==> config.mk <==
export PLATFORM = sky130hd
export DESIGN_NAME = step_pulse_gen_flat
export DESIGN_NICKNAME = d
export VERILOG_FILES = /design/src/rtl/step_pulse_gen_if.sv /design/src/rtl/step_pulse_gen.sv /design/src/flat_wrapper.sv
export SDC_FILE = /design/constraint.sdc
export NUM_CORES = 1
export LEC_CHECK = 0
export ABC_CLOCK_PERIOD_IN_PS = 10100
export CORE_MARGIN = 4
export CORE_UTILIZATION = 54
export CTS_CLUSTER_SIZE = 10
export DETAILED_ROUTE_END_ITERATION = 8
export GPL_ROUTABILITY_DRIVEN = 1
export HOLD_SLACK_MARGIN = 0.05
export MAX_ROUTING_LAYER = met4
export PLACE_DENSITY = 0.85
export SLEW_MARGIN = 20
export SYNTH_ARGS = -nofsm -noshare
export SYNTH_HDL_FRONTEND = slang
export SYNTH_SLANG_ARGS = --single-unit
==> constraint.sdc <==
create_clock -name CLK -period 10.1 [get_ports CLK]
set_input_delay 1.515 -clock CLK [delete_from_list [all_inputs] [get_ports CLK]]
set_output_delay 1.515 -clock CLK [all_outputs]
set_load 0.01 [all_outputs]
==> src/rtl/step_pulse_gen_if.sv <==
// step_pulse_gen_if: start button/mode inputs and step/second-tick outputs of the pedometer stimulus stage
interface step_pulse_gen_if;
  logic       start_btn;
  logic [1:0] mode;
  logic       steps;
  logic       sec_tick;
  logic       running;
  logic [7:0] sec_elapsed;
  logic [7:0] rate;
  modport master (output start_btn, mode, input steps, sec_tick, running, sec_elapsed, rate);
  modport slave (input start_btn, mode, output steps, sec_tick, running, sec_elapsed, rate);
endinterface

==> src/rtl/step_pulse_gen.sv <==
// step_pulse_gen: debounced start/stop toggle, mode-rate step pulses and a 1 s tick.
// Define HYBRID_MODE_EN to make mode 3 follow the hybrid per-second schedule (otherwise mode 3 gives rate 0).
module step_pulse_gen #(
  parameter int CLK_HZ     = 100_000_000,
  parameter int DEB_CYCLES = 1_000_000
) (
  input logic             CLK,
  input logic             reset,
  step_pulse_gen_if.slave bus
);
  localparam int AW = $clog2(CLK_HZ + 256);
  localparam int CW = $clog2(CLK_HZ);
  localparam int DW = $clog2(DEB_CYCLES + 1);
  localparam logic [AW-1:0] HZ = AW'(CLK_HZ);
  localparam logic [CW-1:0] LAST = CW'(CLK_HZ - 1);
  localparam logic [DW-1:0] DEB_LAST = DW'(DEB_CYCLES - 1);
  logic [1:0]    sync_q, sync_d;
  logic          deb_q, deb_d;
  logic [DW-1:0] deb_cnt_q, deb_cnt_d;
  logic          run_q, run_d;
  logic [CW-1:0] cyc_q, cyc_d;
  logic [AW-1:0] acc_q, acc_d;
  logic [7:0]    sec_q, sec_d, rate_q, rate_d;
  logic          step_q, step_d, tick_q, tick_d;
  logic [AW-1:0] sum;
  logic [7:0]    sec_nxt, new_rate;
  logic          accept, toggle, fire, last;
`ifdef HYBRID_MODE_EN
  logic [7:0] sidx, hyb;
  // schedule index is 0 on a start edge, otherwise the second about to begin
  always_comb sidx = run_q ? sec_nxt : 8'd0;
  always_comb begin
    case (sidx)
      8'd0: hyb = 8'd20;
      8'd1: hyb = 8'd33;
      8'd2: hyb = 8'd66;
      8'd3: hyb = 8'd27;
      8'd4: hyb = 8'd70;
      8'd5: hyb = 8'd30;
      8'd6: hyb = 8'd19;
      8'd7: hyb = 8'd30;
      8'd8: hyb = 8'd33;
      default: hyb = sidx < 8'd73 ? 8'd69 : sidx < 8'd79 ? 8'd34 : sidx < 8'd144 ? 8'd124 : 8'd0;
    endcase
  end
  assign new_rate = bus.mode == 2'd3 ? hyb : 8'd32 << bus.mode;
`else
  assign new_rate = bus.mode == 2'd3 ? 8'd0 : 8'd32 << bus.mode;
`endif
  always_comb begin
    sync_d    = {sync_q[0], bus.start_btn};
    accept    = sync_q[1] != deb_q && deb_cnt_q == DEB_LAST;
    deb_d     = accept ? sync_q[1] : deb_q;
    deb_cnt_d = (sync_q[1] == deb_q || accept) ? '0 : deb_cnt_q + 1'b1;
    toggle    = accept & sync_q[1];
    run_d     = run_q ^ toggle;
    sum       = acc_q + AW'(rate_q);
    fire      = sum >= HZ;
    last      = cyc_q == LAST;
    sec_nxt   = sec_q == 8'hff ? sec_q : sec_q + 8'd1;
    cyc_d     = cyc_q;
    acc_d     = acc_q;
    sec_d     = sec_q;
    rate_d    = rate_q;
    step_d    = 1'b0;
    tick_d    = 1'b0;
    if (toggle && !run_q) begin
      cyc_d  = '0;
      acc_d  = '0;
      sec_d  = '0;
      rate_d = new_rate;
    end else if (run_q && !toggle) begin
      // a stop edge suppresses this cycle's pulse and tick and freezes the counters
      step_d = fire;
      tick_d = last;
      cyc_d  = last ? '0 : cyc_q + 1'b1;
      acc_d  = last ? '0 : fire ? sum - HZ : sum;
      sec_d  = last ? sec_nxt : sec_q;
      rate_d = last ? new_rate : rate_q;
    end
  end
  always_ff @(posedge CLK) begin
    if (!reset) begin
      sync_q    <= '0;
      deb_q     <= 1'b0;
      deb_cnt_q <= '0;
      run_q     <= 1'b0;
      cyc_q     <= '0;
      acc_q     <= '0;
      sec_q     <= '0;
      rate_q    <= '0;
      step_q    <= 1'b0;
      tick_q    <= 1'b0;
    end else begin
      sync_q    <= sync_d;
      deb_q     <= deb_d;
      deb_cnt_q <= deb_cnt_d;
      run_q     <= run_d;
      cyc_q     <= cyc_d;
      acc_q     <= acc_d;
      sec_q     <= sec_d;
      rate_q    <= rate_d;
      step_q    <= step_d;
      tick_q    <= tick_d;
    end
  end
  assign bus.steps       = step_q;
  assign bus.sec_tick    = tick_q;
  assign bus.running     = run_q;
  assign bus.sec_elapsed = sec_q;
  assign bus.rate        = rate_q;
endmodule

==> src/flat_wrapper.sv <==
// flat-port wrapper written by rule: the top's interface ports become plain ports
module step_pulse_gen_flat 
#(
  parameter int CLK_HZ     = 100_000_000,
  parameter int DEB_CYCLES = 1_000_000
)
  (CLK, reset, bus_start_btn, bus_mode, bus_steps, bus_sec_tick, bus_running, bus_sec_elapsed, bus_rate);
  step_pulse_gen_if bus_i ();
  input logic CLK;
  input logic reset;
  input wire logic [$bits(bus_i.start_btn)-1:0] bus_start_btn;
  input wire logic [$bits(bus_i.mode)-1:0] bus_mode;
  output wire logic [$bits(bus_i.steps)-1:0] bus_steps;
  output wire logic [$bits(bus_i.sec_tick)-1:0] bus_sec_tick;
  output wire logic [$bits(bus_i.running)-1:0] bus_running;
  output wire logic [$bits(bus_i.sec_elapsed)-1:0] bus_sec_elapsed;
  output wire logic [$bits(bus_i.rate)-1:0] bus_rate;
  assign bus_i.start_btn = bus_start_btn;
  assign bus_i.mode = bus_mode;
  assign bus_steps = bus_i.steps;
  assign bus_sec_tick = bus_i.sec_tick;
  assign bus_running = bus_i.running;
  assign bus_sec_elapsed = bus_i.sec_elapsed;
  assign bus_rate = bus_i.rate;
  step_pulse_gen #(.CLK_HZ(CLK_HZ), .DEB_CYCLES(DEB_CYCLES)) u_core (.CLK(CLK), .reset(reset), .bus(bus_i));
endmodule
; ---- After elaboration in Yosys (flattened, before gate mapping)
; Cells that the tools add are included.
[word_totals]
inputBits = 5
out_inout_bits = 19
register_bits = 96
[op_classes]
magnitude_cmp = 1
shift = 1
n_reduce_logical = 13
add_sub_neg = 5
eq_ne = 6
mux = 7
bitwise_logic = 5
[op_table]
columns = operator, count
row1 = $mux W27, 3
row2 = $mux W8, 4
row3 = $add A27 B1 Y27 const B, 1
row4 = $add A27 B8 Y27, 1
row5 = $eq A27 B27 Y1 const B, 1
row6 = $ge A27 B27 Y1 const B, 1
row7 = $sub A27 B27 Y27 const B, 1
row8 = $add A20 B1 Y20 const B, 1
row9 = $eq A20 B20 Y1 const B, 1
row10 = $add A8 B1 Y8 const B, 1
row11 = $eq A8 B8 Y1 const B, 1
row12 = $shl A6 B2 Y8 const A, 1
row13 = $reduce_bool A2 Y1, 2
row14 = $reduce_or A2 Y1, 2
row15 = $logic_and A1 B1 Y1, 3
row16 = $not A1 Y1, 3
row17 = $reduce_and A3 Y1, 1
row18 = $reduce_or A3 Y1, 1
row19 = $eq A2 B2 Y1 const B, 1
row20 = $logic_not A1 Y1, 2
row21 = $reduce_and A2 Y1, 1
row22 = $and A1 B1 Y1, 1
row23 = $eq A1 B1 Y1, 1
row24 = $logic_or A1 B1 Y1, 1
row25 = other kinds (2), 2

; ---- Logic depth before layout (Yosys ltp)
; Gate-level depths: netlist of run 1.
[depth]
word_depth = 7
mapped_depth = 19
mapped_depth_nobuf = 17

; ---- Worst setup path after synthesis of run 1
; OpenSTA, ideal clock, no wires.
[synth_timing]
path_kind = reg2reg
start = register u_core.rate_q[5] (netlist: u_core.bus.rate[5])
end = register u_core.acc_q[12]
path_slack_ns = 6.104
arrival_ns = 3.874
synth_period_minus_slack_ns = 3.996
path_stages_with_launch = 19
required_time_ns = 9.978
path_cell_list = dfxtp_1 > ha_1 > inv_1 > fa_1 > nor2b_1 > clkbuf_2 > nor2_1 > nor2_1 > xnor2_1 > ha_1 > nand2_1 > or3_1 > a2111oi_2 > nor4b_1 > o21ai_2 > a21boi_2 > and4bb_1 > nor3_1 > a221o_1
[synth_via]
elab_chain_cells = 4
[synth_rtl]
columns = item, line_no
row1 = "start, declared", step_pulse_gen.sv:23  ; logic [7:0] sec_q, sec_d, rate_q, rate_d;
row2 = "start signal, assigned", step_pulse_gen.sv:102  ; rate_q <= rate_d;
row3 = $add A27 B8 Y27 *, step_pulse_gen.sv:57  ; sum = acc_q + AW'(rate_q);
row4 = $sub A27 B27 Y27 or $ge A27 B27 Y1 (tied branches), "step_pulse_gen.sv:77, step_pulse_gen.sv:58"
row5 = $mux W27 * (2 in series), step_pulse_gen.sv:77  ; acc_d = last ? '0 : fire ? sum - HZ : sum;
row6 = "end signal, assigned", step_pulse_gen.sv:89  ; acc_q <= '0;
row7 = "end signal, assigned", step_pulse_gen.sv:100  ; acc_q <= acc_d;
row8 = "end, declared", step_pulse_gen.sv:22  ; logic [AW-1:0] acc_q, acc_d;
; Every way passes the cells marked *; elsewhere a longest branch is shown, timed or not.
; A chain may end at the register's enable or synchronous reset.

; ---- Worst setup path after layout of run 1
; Ends and elaborated chain as after synthesis.

==> reports/metrics.cfg, run 1 <==
[status]
outcome=finished clean

[worst_setup_path]
critPathMaxFanout=8
cp.required_ns=10.36
critPathArrivalTime_ns=4.92
crit_path_end_kind=flip-flop
startpoint_type=flip-flop
path_class=reg -> reg

[cells_and_area]
final_cell_area_um2=5420
fillers=761
finalNetCount=638
area_delta_synth_final_pct=8.08
fin_util_pct=61.0
antenna_cells=0
drive_above_1_share_pct=6.54

[pwr]
leakagePower_nw=1.91
ir_drop_mv=0.119
fin_total_pwr_uw=632
power_density_nw_per_um2=116

[synth]
synth_flop_cell=dfxtp_1
synth_cell_types=75
synthXorXnorAreaFrac_pct=10.4
netlist_top_cells_area=dfxtp_1, nor2_1, xnor2_1, xor2_1, nand2_1
synth-edff-count=0
synth-async-reset-ratio_pct=0
yosysSeqAreaShare_pct=34.3
ys_ff_latch=86
synth_top_family_by_area=simple AND/OR/NAND/NOR gates
synth_compound_area_share_pct=16.3
synthCells=620
synth_top_area_cell=dfxtp_1
synthAdderAreaFrac_pct=2.89
yosys_warnings=0
synthTopCellsByCount=nor2_1, dfxtp_1, nand2_1
yosys.area_share.simple_pct=29.2
synth_area_um2=5020
muxShareOfSynthArea_pct=2.00
postSynthAreaPerCell_um2=8.09
yosysTopAreaCellShare_pct=34.3
post-synth-top-count-cell=nor2_1

[sta]
worst-slew-pin-transition_ns=1.04
slew_viol_final=0
finalSetupViolCount=0
period_needed_ns=4.66
max_freq_mhz=214
layout_setup_ws_ns=5.44
period_share_pct=46.2
finalSetupTns_ns=0
slew_headroom_pct=30.3
skew_ns=0.0142
finalHoldViolations=0
rsz0062_at_grt=no

[clock_network]
cts_max_level=3
clk_pin_slew_ns=0.10
clkLatencyLatePin_ns=0.37
holdBufCountCts=0
cts_tree=yes
cts_root_buf=clkbuf_8
clk_path_buf_depth=2
cts-buffers-inserted=9
cts_resized=0
cts_setup_buffers=0
clock-sinks=86

[route]
wl_per_cell_um=15.6
final_antenna_net_count=0
drtIter0Drc=243
drt-pass1-iter-count=5
vias=4444
routed_wl_um=11500
vias_per_cell=6.05
drc=0

[floorplan]
io_pins=24
core_um2=8890
die_x_um=104
start_util_pct=56.4
rows=34
die-area_um2=10900
die_h_um=104

[min_path]
min-delay-path-class=reg -> reg

[grt]
grt_usage_pct=21.7
grt_pass1_wl_um=19500
antenna_found_initial=0
grt_pass1_vias=4253
grt_max_degree=25
grt_overflow=0

[placement]
gp_congestion=0.910
io_buffer_count=18
hpwl_um=8180
place_ws_ns=5.50
place_area_um2=5190

[flow_run]
cap_violations=0

flip-flops by register name, summed over array words and instances, names as in the netlist:
register / flops
u_core.acc_q: 22
u_core.bus.rate: 3
u_core.deb_q: 1
u_core.bus.sec_elapsed: 8
u_core.deb_cnt_q: 20
u_core.cyc_q: 27
u_core.sync_q: 2
u_core.bus.steps: 1
u_core.bus.running: 1
u_core.bus.sec_tick: 1
metal layers:
| layer | vias to the layer above | routed length [um] | part of all wire (%) | track usage [%] |
|---|---|---|---|---|
| li1 | 2168 | - | - | - |
| met1 | 2133 | 5030 | 44 | 26.9 |
| met2 | 121 | 5590 | 49 | 35.5 |
| met3 | 22 | 651 | 5.7 | 4.10 |
| met4 | 0 | 212 | 1.8 | 7.50 |
| met5 | - | 0 | 0 | - |
path summary, 6_finish.rpt:
kind / slack, ns / startpoint / end / cells past startpoint
min: 0.44 / u_core.sync_q[0] / u_core.sync_q[1] / 1
max reg2reg: 5.44 / u_core.bus.rate[5] / u_core.acc_q[12] / 17
max: 5.44 / u_core.bus.rate[5] / u_core.acc_q[12] / 17
min reg2reg: 0.44 / u_core.sync_q[0] / u_core.sync_q[1] / 1
through the flow:
step / cells / hold slack, ns
final: 735 / 0.443
after global routing: 735 / 0.466
after CTS: 735 / 0.445
after detailed placement: 719 / 0.422
after global placement: 719 / 0.418
after floorplan: 624 / 0.412
cell type report:
| cell class | instances | area [um^2] | area share [%] |
|---|---|---|---|
| inverters | 21 | 78.8 | 1.45 |
| clock inverters | 7 | 105 | 1.94 |
| flip-flops and latches | 86 | 1720 | 31.7 |
| repair buffers | 19 | 188 | 3.46 |
| well taps | 108 | 135 | 2.49 |
| multi-input cells | 485 | 3070 | 56.6 |
| clock buffers | 9 | 124 | 2.28 |
cell usage in the layout, fill, tap and decap left out, drive strengths merged, types with 3 or more instances in the layout:
| master | synthesis | routed |
|---|---|---|
| and4 | 4 | 4 |
| o21a | 4 | 4 |
| nor3 | 7 | 7 |
| a2111oi | 3 | 3 |
| or4 | 3 | 3 |
| o31a | 3 | 3 |
| ha | 10 | 10 |
| nor2b | 11 | 11 |
| or2 | 4 | 4 |
| conb | 1 | 5 |
| nand3 | 30 | 30 |
| o211ai | 4 | 4 |
| mux2i | 10 | 10 |
| a22o | 3 | 3 |
| nand4 | 17 | 17 |
| dfxtp | 86 | 86 |
| a31oi | 4 | 4 |
| inv | 21 | 24 |
| nor4 | 8 | 8 |
| or3 | 12 | 12 |
| a21o | 4 | 4 |
| o2111ai | 4 | 4 |
| nand2 | 53 | 53 |
| clkdlybuf4s50 | 0 | 18 |
| o31ai | 3 | 3 |
| and3 | 19 | 19 |
| nor2 | 91 | 91 |
| xor2 | 29 | 29 |
| a21oi | 30 | 30 |
| a21boi | 3 | 3 |
| and2 | 7 | 7 |
| o21ai | 27 | 27 |
| nand2b | 11 | 11 |
| clkbuf | 17 | 9 |
| nand3b | 3 | 3 |
| xnor2 | 30 | 30 |
critical path, cell delays in order, from the launching register on:
cell and delay [ns]:
dfxtp_1 0.37, ha_1 0.20, inv_1 0.06, fa_1 0.43, nor2b_1 0.46, nor2_1 0.28, nor2_1 0.19, xnor2_1 0.19
ha_1 0.19, nand2_1 0.04, or3_1 0.33, a2111oi_2 0.39, nor4b_1 0.34, o21ai_2 0.18, a21boi_2 0.26, and4bb_1 0.25
nor3_1 0.07, a221o_1 0.32
power by group:
part           total [mW]  internal (mW)  switching (mW)
sequential          0.340          0.339        0.000286
clock               0.283          0.144           0.139
combinational     0.00965        0.00258         0.00707
total               0.632          0.486           0.146
cell families after synthesis:
| group | count (synthesis) |
|---|---|
| AOI/OAI and AO/OA | 113 |
| xor gates and xnor gates | 59 |
| adders and majority gates | 11 |
| buffers and inverters | 53 |
| DFF | 86 |
| muxes | 10 |
| other | 1 |
| and+or+nand+nor | 287 |
(Power assumes the default switching activity.)
==> run 2: changes to the inputs <==
ABC_CLOCK_PERIOD_IN_PS = 4780   (was 10100)
clock period = 4.78 ns   (was 10.1 ns; I/O delays follow)
==> run 2 against run 1 <==
Against the previous run:
- routed wire length grew 1.1%
- sequential share of layout area is 0.25 points lower
- maximum frequency up 7.8%
- worst setup slack worse by 5.0 ns
- clock skew fell by 0.0032 ns
- critical path depth rose by 1
- critical path type unchanged
- via count rose by 0.38%
- design area grew 0.81%
- first-iteration DRC count increased by 20%
- combinational power up 110%
==> reports/metrics.cfg, run 2 (synthesis gave the netlist of run 1 again) <==
[cells_and_area]
top_regs=u_core.cyc_q (27), u_core.acc_q (22), u_core.deb_cnt_q (20)
regMostFlops=u_core.cyc_q
final_cell_mix=nor2_1, dfxtp_1, nand2_1, xnor2_1, a21oi_1
antenna_cells=0
area_delta_synth_final_pct=8.95
fillers=759
finalNetCount=641
multi_input_area_um2=3070
fin_util_pct=61.5
regArea_um2=1720
largest_register_ffs=27
drive_above_1_share_pct=6.98
layout_commonest_cell=nor2_1

[floorplan]
start_util_pct=56.4
core_um2=8890
rows=34
die_h_um=104
die_x_um=104
io_pins=24
die-area_um2=10900

[clock_network]
clock-sinks=86
clkLatencyLatePin_ns=0.35
holdBufCountCts=0
cts_tree=yes
cts_root_buf=clkbuf_8
clk_pin_slew_ns=0.09
cts_setup_buffers=0
cts-buffers-inserted=9
cts_resized=0
cts_max_level=3
clk_path_buf_depth=2

[sta]
finalHoldViolations=0
finalSetupTns_ns=0
max_freq_mhz=231
period_share_pct=90.5
finalSetupViolCount=0
skew_ns=0.0109
rsz0062_at_grt=no
period_needed_ns=4.32
slew_viol_final=0
slew_headroom_pct=27.2
worst-slew-pin-transition_ns=1.09

[worst_setup_path]
crit_path_end_kind=flip-flop
critPathMaxFanout=8
cp_top_family=simple AND/OR/NAND/NOR gates
path_class=reg -> reg
cpMaxStageDelayCell=fa_1
startpoint_type=flip-flop
path_cells=ha_1 -> inv_1 -> fa_1 -> nor2b_1 -> buf_4 -> nor2_1 -> nor2_1 -> xnor2_1 -> ha_1 -> nand2_1 -> or3_1 -> a2111oi_2 -> nor4b_1 -> o21ai_2 -> nand2_1 -> o21ai_0 -> a211o_1 -> o211ai_1
critPathArrivalTime_ns=4.59
cp.required_ns=5.04
critical-path-max-stage-delay_ns=0.44
cp_num_buf_inv=2

[grt]
use_met1_pct=26.6
grt_pass1_wl_um=19400
top_usage_layer=met2
grt_usage_pct=21.8
antenna_found_initial=0
grt_max_degree=25
grt.met2_usage_pct=36.2
grt_pass1_vias=4198
grt_overflow=0
use_met3_pct=4.66

[placement]
gp_congestion=0.946
hpwl_um=8440
io_buffer_count=18

[route]
final_antenna_net_count=0
drt-pass1-iter-count=5
vias_per_cell=6.04
routed_wl_um=11600
vias=4461
drc=0
wl_per_cell_um=15.7
drtIter0Drc=291

[pwr]
leakagePower_nw=1.93
intPower_mw=1.08
switchingPower_uw=295
seqPwrFrac_pct=52.3
p_sw_share_pct=21.5
power.share.clock_pct=46.2
power_density_nw_per_um2=251
ir_drop_mv=0.224
combPwrFrac_pct=1.5

[status]
outcome=finished clean

[min_path]
min-delay-path-class=reg -> reg

[flow_run]
cap_violations=0

## run 2: stage by stage
stage          std cells  setup slack, ns  hold WS (ns)  power [mW]  area (um^2)
6_report             738            0.455         0.469        1.37         5470
2_1_floorplan        624            0.784         0.412       0.750         5030
5_1_grt              738            0.121         0.506        1.42         5470
4_1_cts              738            0.525         0.474        1.38         5470
3_3_place_gp         722            0.763         0.417       0.754         5220
3_5_place_dp         722            0.555         0.461       0.755         5220
## run 2: final timing paths
path         slack, ns               start          endpoint  cells past startpoint
max reg2reg       0.46  u_core.bus.rate[5]  u_core.acc_q[17]                     18
min               0.47    u_core.sync_q[0]  u_core.sync_q[1]                      1
min reg2reg       0.47    u_core.sync_q[0]  u_core.sync_q[1]                      1
max               0.46  u_core.bus.rate[5]  u_core.acc_q[17]                     18
## run 2: final cells by class
| type | instances | area share, % |
|---|---|---|
| multi-input combinational | 485 | 56.2 |
| timing repair buffer | 22 | 3.85 |
| sequential | 86 | 31.5 |
| clock buffer | 9 | 2.27 |
| tap | 108 | 2.47 |
| clock inverter | 7 | 2.31 |
| inverter | 21 | 1.44 |
## run 2: power by group through the flow
stage | Combinational, mW | Sequential [mW] | Clock, mW
final | 0.0205 | 0.717 | 0.634
after floorplan | 0.0162 | 0.734 | 0
after CTS | 0.0205 | 0.717 | 0.642
after detailed placement | 0.0206 | 0.734 | 0
after global routing | 0.0228 | 0.718 | 0.675
after global placement | 0.0196 | 0.734 | 0
## run 2: layer usage
metal	up-vias	wire length (um)
met2	111	5750
met3	16	607
met5	-	0
met4	0	155
li1	2176	-
met1	2158	5100
==> run 3: changes to the inputs <==
CAP_MARGIN = 30   (was default)
CTS_CLUSTER_DIAMETER = 200   (was default)
==> run 3 against run 2 <==
Against the previous run:
- routed wire length shrank 1.0%
- utilization fell by 0.28 points
- critical path type unchanged
- non-clock buffer count grew 1
- clock power shrank 13%
==> reports/metrics.cfg, run 3 (synthesis gave the netlist of run 1 again) <==
[worst_setup_path]
critPathArrivalTime_ns=4.50
cp.required_ns=5.02
cpMaxStageDelayCell=a2111oi_2
path_cells=ha_1 -> inv_1 -> fa_1 -> nor2b_1 -> buf_4 -> nor2_1 -> nor2_1 -> xnor2_1 -> ha_1 -> nand2_1 -> or3_1 -> a2111oi_2 -> nor4b_1 -> o21ai_2 -> a2111oi_2 -> a21o_1 -> a21o_1 -> o311ai_1
startpoint_type=flip-flop
worst-r2r-setup-slack_ns=0.52
crit_path_end_kind=flip-flop
path_class=reg -> reg
critPathMaxFanout=8
critical-path-max-stage-delay_ns=0.49
worstRegToRegCells=18

[floorplan]
die_x_um=104
die-area_um2=10900
start_util_pct=56.4
die_h_um=104
core_um2=8890
io_pins=24
rows=34

[grt]
grt_pass1_vias=4181
antenna_found_initial=0
grt_pass1_wl_um=19500
grt_max_degree=25
grt_usage_pct=21.9
use_met1_pct=26.9
grt_overflow=0
use_met3_pct=4.72
grt.met2_usage_pct=36.0
top_usage_layer=met2

[sta]
max_freq_mhz=235
slew_viol_final=0
period_needed_ns=4.26
slew_headroom_pct=48.7
rsz0062_at_grt=no
finalHoldViolations=0
finalSetupViolCount=0
skew_ns=0.0168
finalSetupTns_ns=0
layout_setup_ws_ns=0.520
period_share_pct=89.1
worst-slew-pin-transition_ns=0.767

[cells_and_area]
top_regs=u_core.cyc_q (27), u_core.acc_q (22), u_core.deb_cnt_q (20)
finalNetCount=642
final_cell_mix=nor2_1, dfxtp_1, nand2_1, xnor2_1, a21oi_1
fin_util_pct=61.2
layout_commonest_cell=nor2_1
area_delta_synth_final_pct=8.45
regMostFlops=u_core.cyc_q
antenna_cells=0
layout.cells.non_filler=739
drive_above_1_share_pct=7.13
largest_register_ffs=27

[clock_network]
cts_resized=0
cts_setup_buffers=0
cts_max_level=3
cts_tree=yes
cts-buffers-inserted=9
cts_root_buf=clkbuf_8
holdBufCountCts=0
clk_path_buf_depth=2
clkLatencyLatePin_ns=0.37
clock-sinks=86
clk_pin_slew_ns=0.11

[placement]
place_ws_ns=0.567
hpwl_um=8470
gp_congestion=0.946
io_buffer_count=18
placedCellCount=723

[min_path]
min-delay-path-class=reg -> reg
whs_path_depth=1

[route]
drt-pass1-iter-count=5
vias=4395
vias_per_cell=5.95
wl_per_cell_um=15.5
drc=0
drtIter0Drc=265
routed_wl_um=11500
final_antenna_net_count=0

[flow_run]
cap_violations=0

[pwr]
ir_drop_mv=0.208
leakagePower_nw=1.91
power_density_nw_per_um2=237

[status]
outcome=finished clean

[run 3: cell types whose count changed in the layout (fill, tap and decap cells not counted), sizes merged]
cell      delta
buf          +1
bufinv       -2
clkinv       +1
clkinvlp     +1
[run 3: final timing paths]
path,startpoint,to
setup / recovery,u_core.bus.rate[5],u_core.acc_q[11]
setup reg to reg,u_core.bus.rate[5],u_core.acc_q[11]
hold / removal,u_core.sync_q[0],u_core.sync_q[1]
hold reg to reg,u_core.sync_q[0],u_core.sync_q[1]
[run 3: per-layer routing]
| metal | up-vias | share of wire [%] |
|---|---|---|
| met5 | - | 0 |
| met4 | 0 | 1.6 |
| met3 | 18 | 4.8 |
| met2 | 115 | 49 |
| met1 | 2083 | 45 |
| li1 | 2179 | - |
[run 3: per-stage QoR]
step / hold slack, ns / power [mW] / instance area [um^2]
after floorplan: 0.412 / 0.750 / 5030
after global placement: 0.417 / 0.754 / 5220
after detailed placement: 0.460 / 0.756 / 5230
after CTS: 0.484 / 1.30 / 5440
after global routing: 0.505 / 1.33 / 5440
final: 0.478 / 1.29 / 5440
[run 3: area by class of cell]
| type | instances | area, um^2 |
|---|---|---|
| clock buffer | 9 | 124 |
| clock inverter | 7 | 90.1 |
| fill | 750 | 3450 |
| inverter | 21 | 78.8 |
| multi-input combinational | 485 | 3070 |
| sequential | 86 | 1720 |
| tap | 108 | 135 |
| timing repair buffer | 23 | 221 |
[run 3: power by group]
group / internal, mW / switching [mW] / total (mW) / leakage [nW]
sequential: 0.717 / 0.000670 / 0.718 / 0.693
clock: 0.253 / 0.299 / 0.552 / 0.101
combinational: 0.00624 / 0.0153 / 0.0216 / 1.12
total: 0.976 / 0.315 / 1.29 / 1.91
[run 3: critical path: cells and delay by family, from the launching register on]
kind	cells	cell delay, ns
buf+inv	2	0.23
compound gates	6	1.42
flops	1	0.37
fa+ha+maj	3	0.86
simple gates	6	1.09
xor+xnor	1	0.19
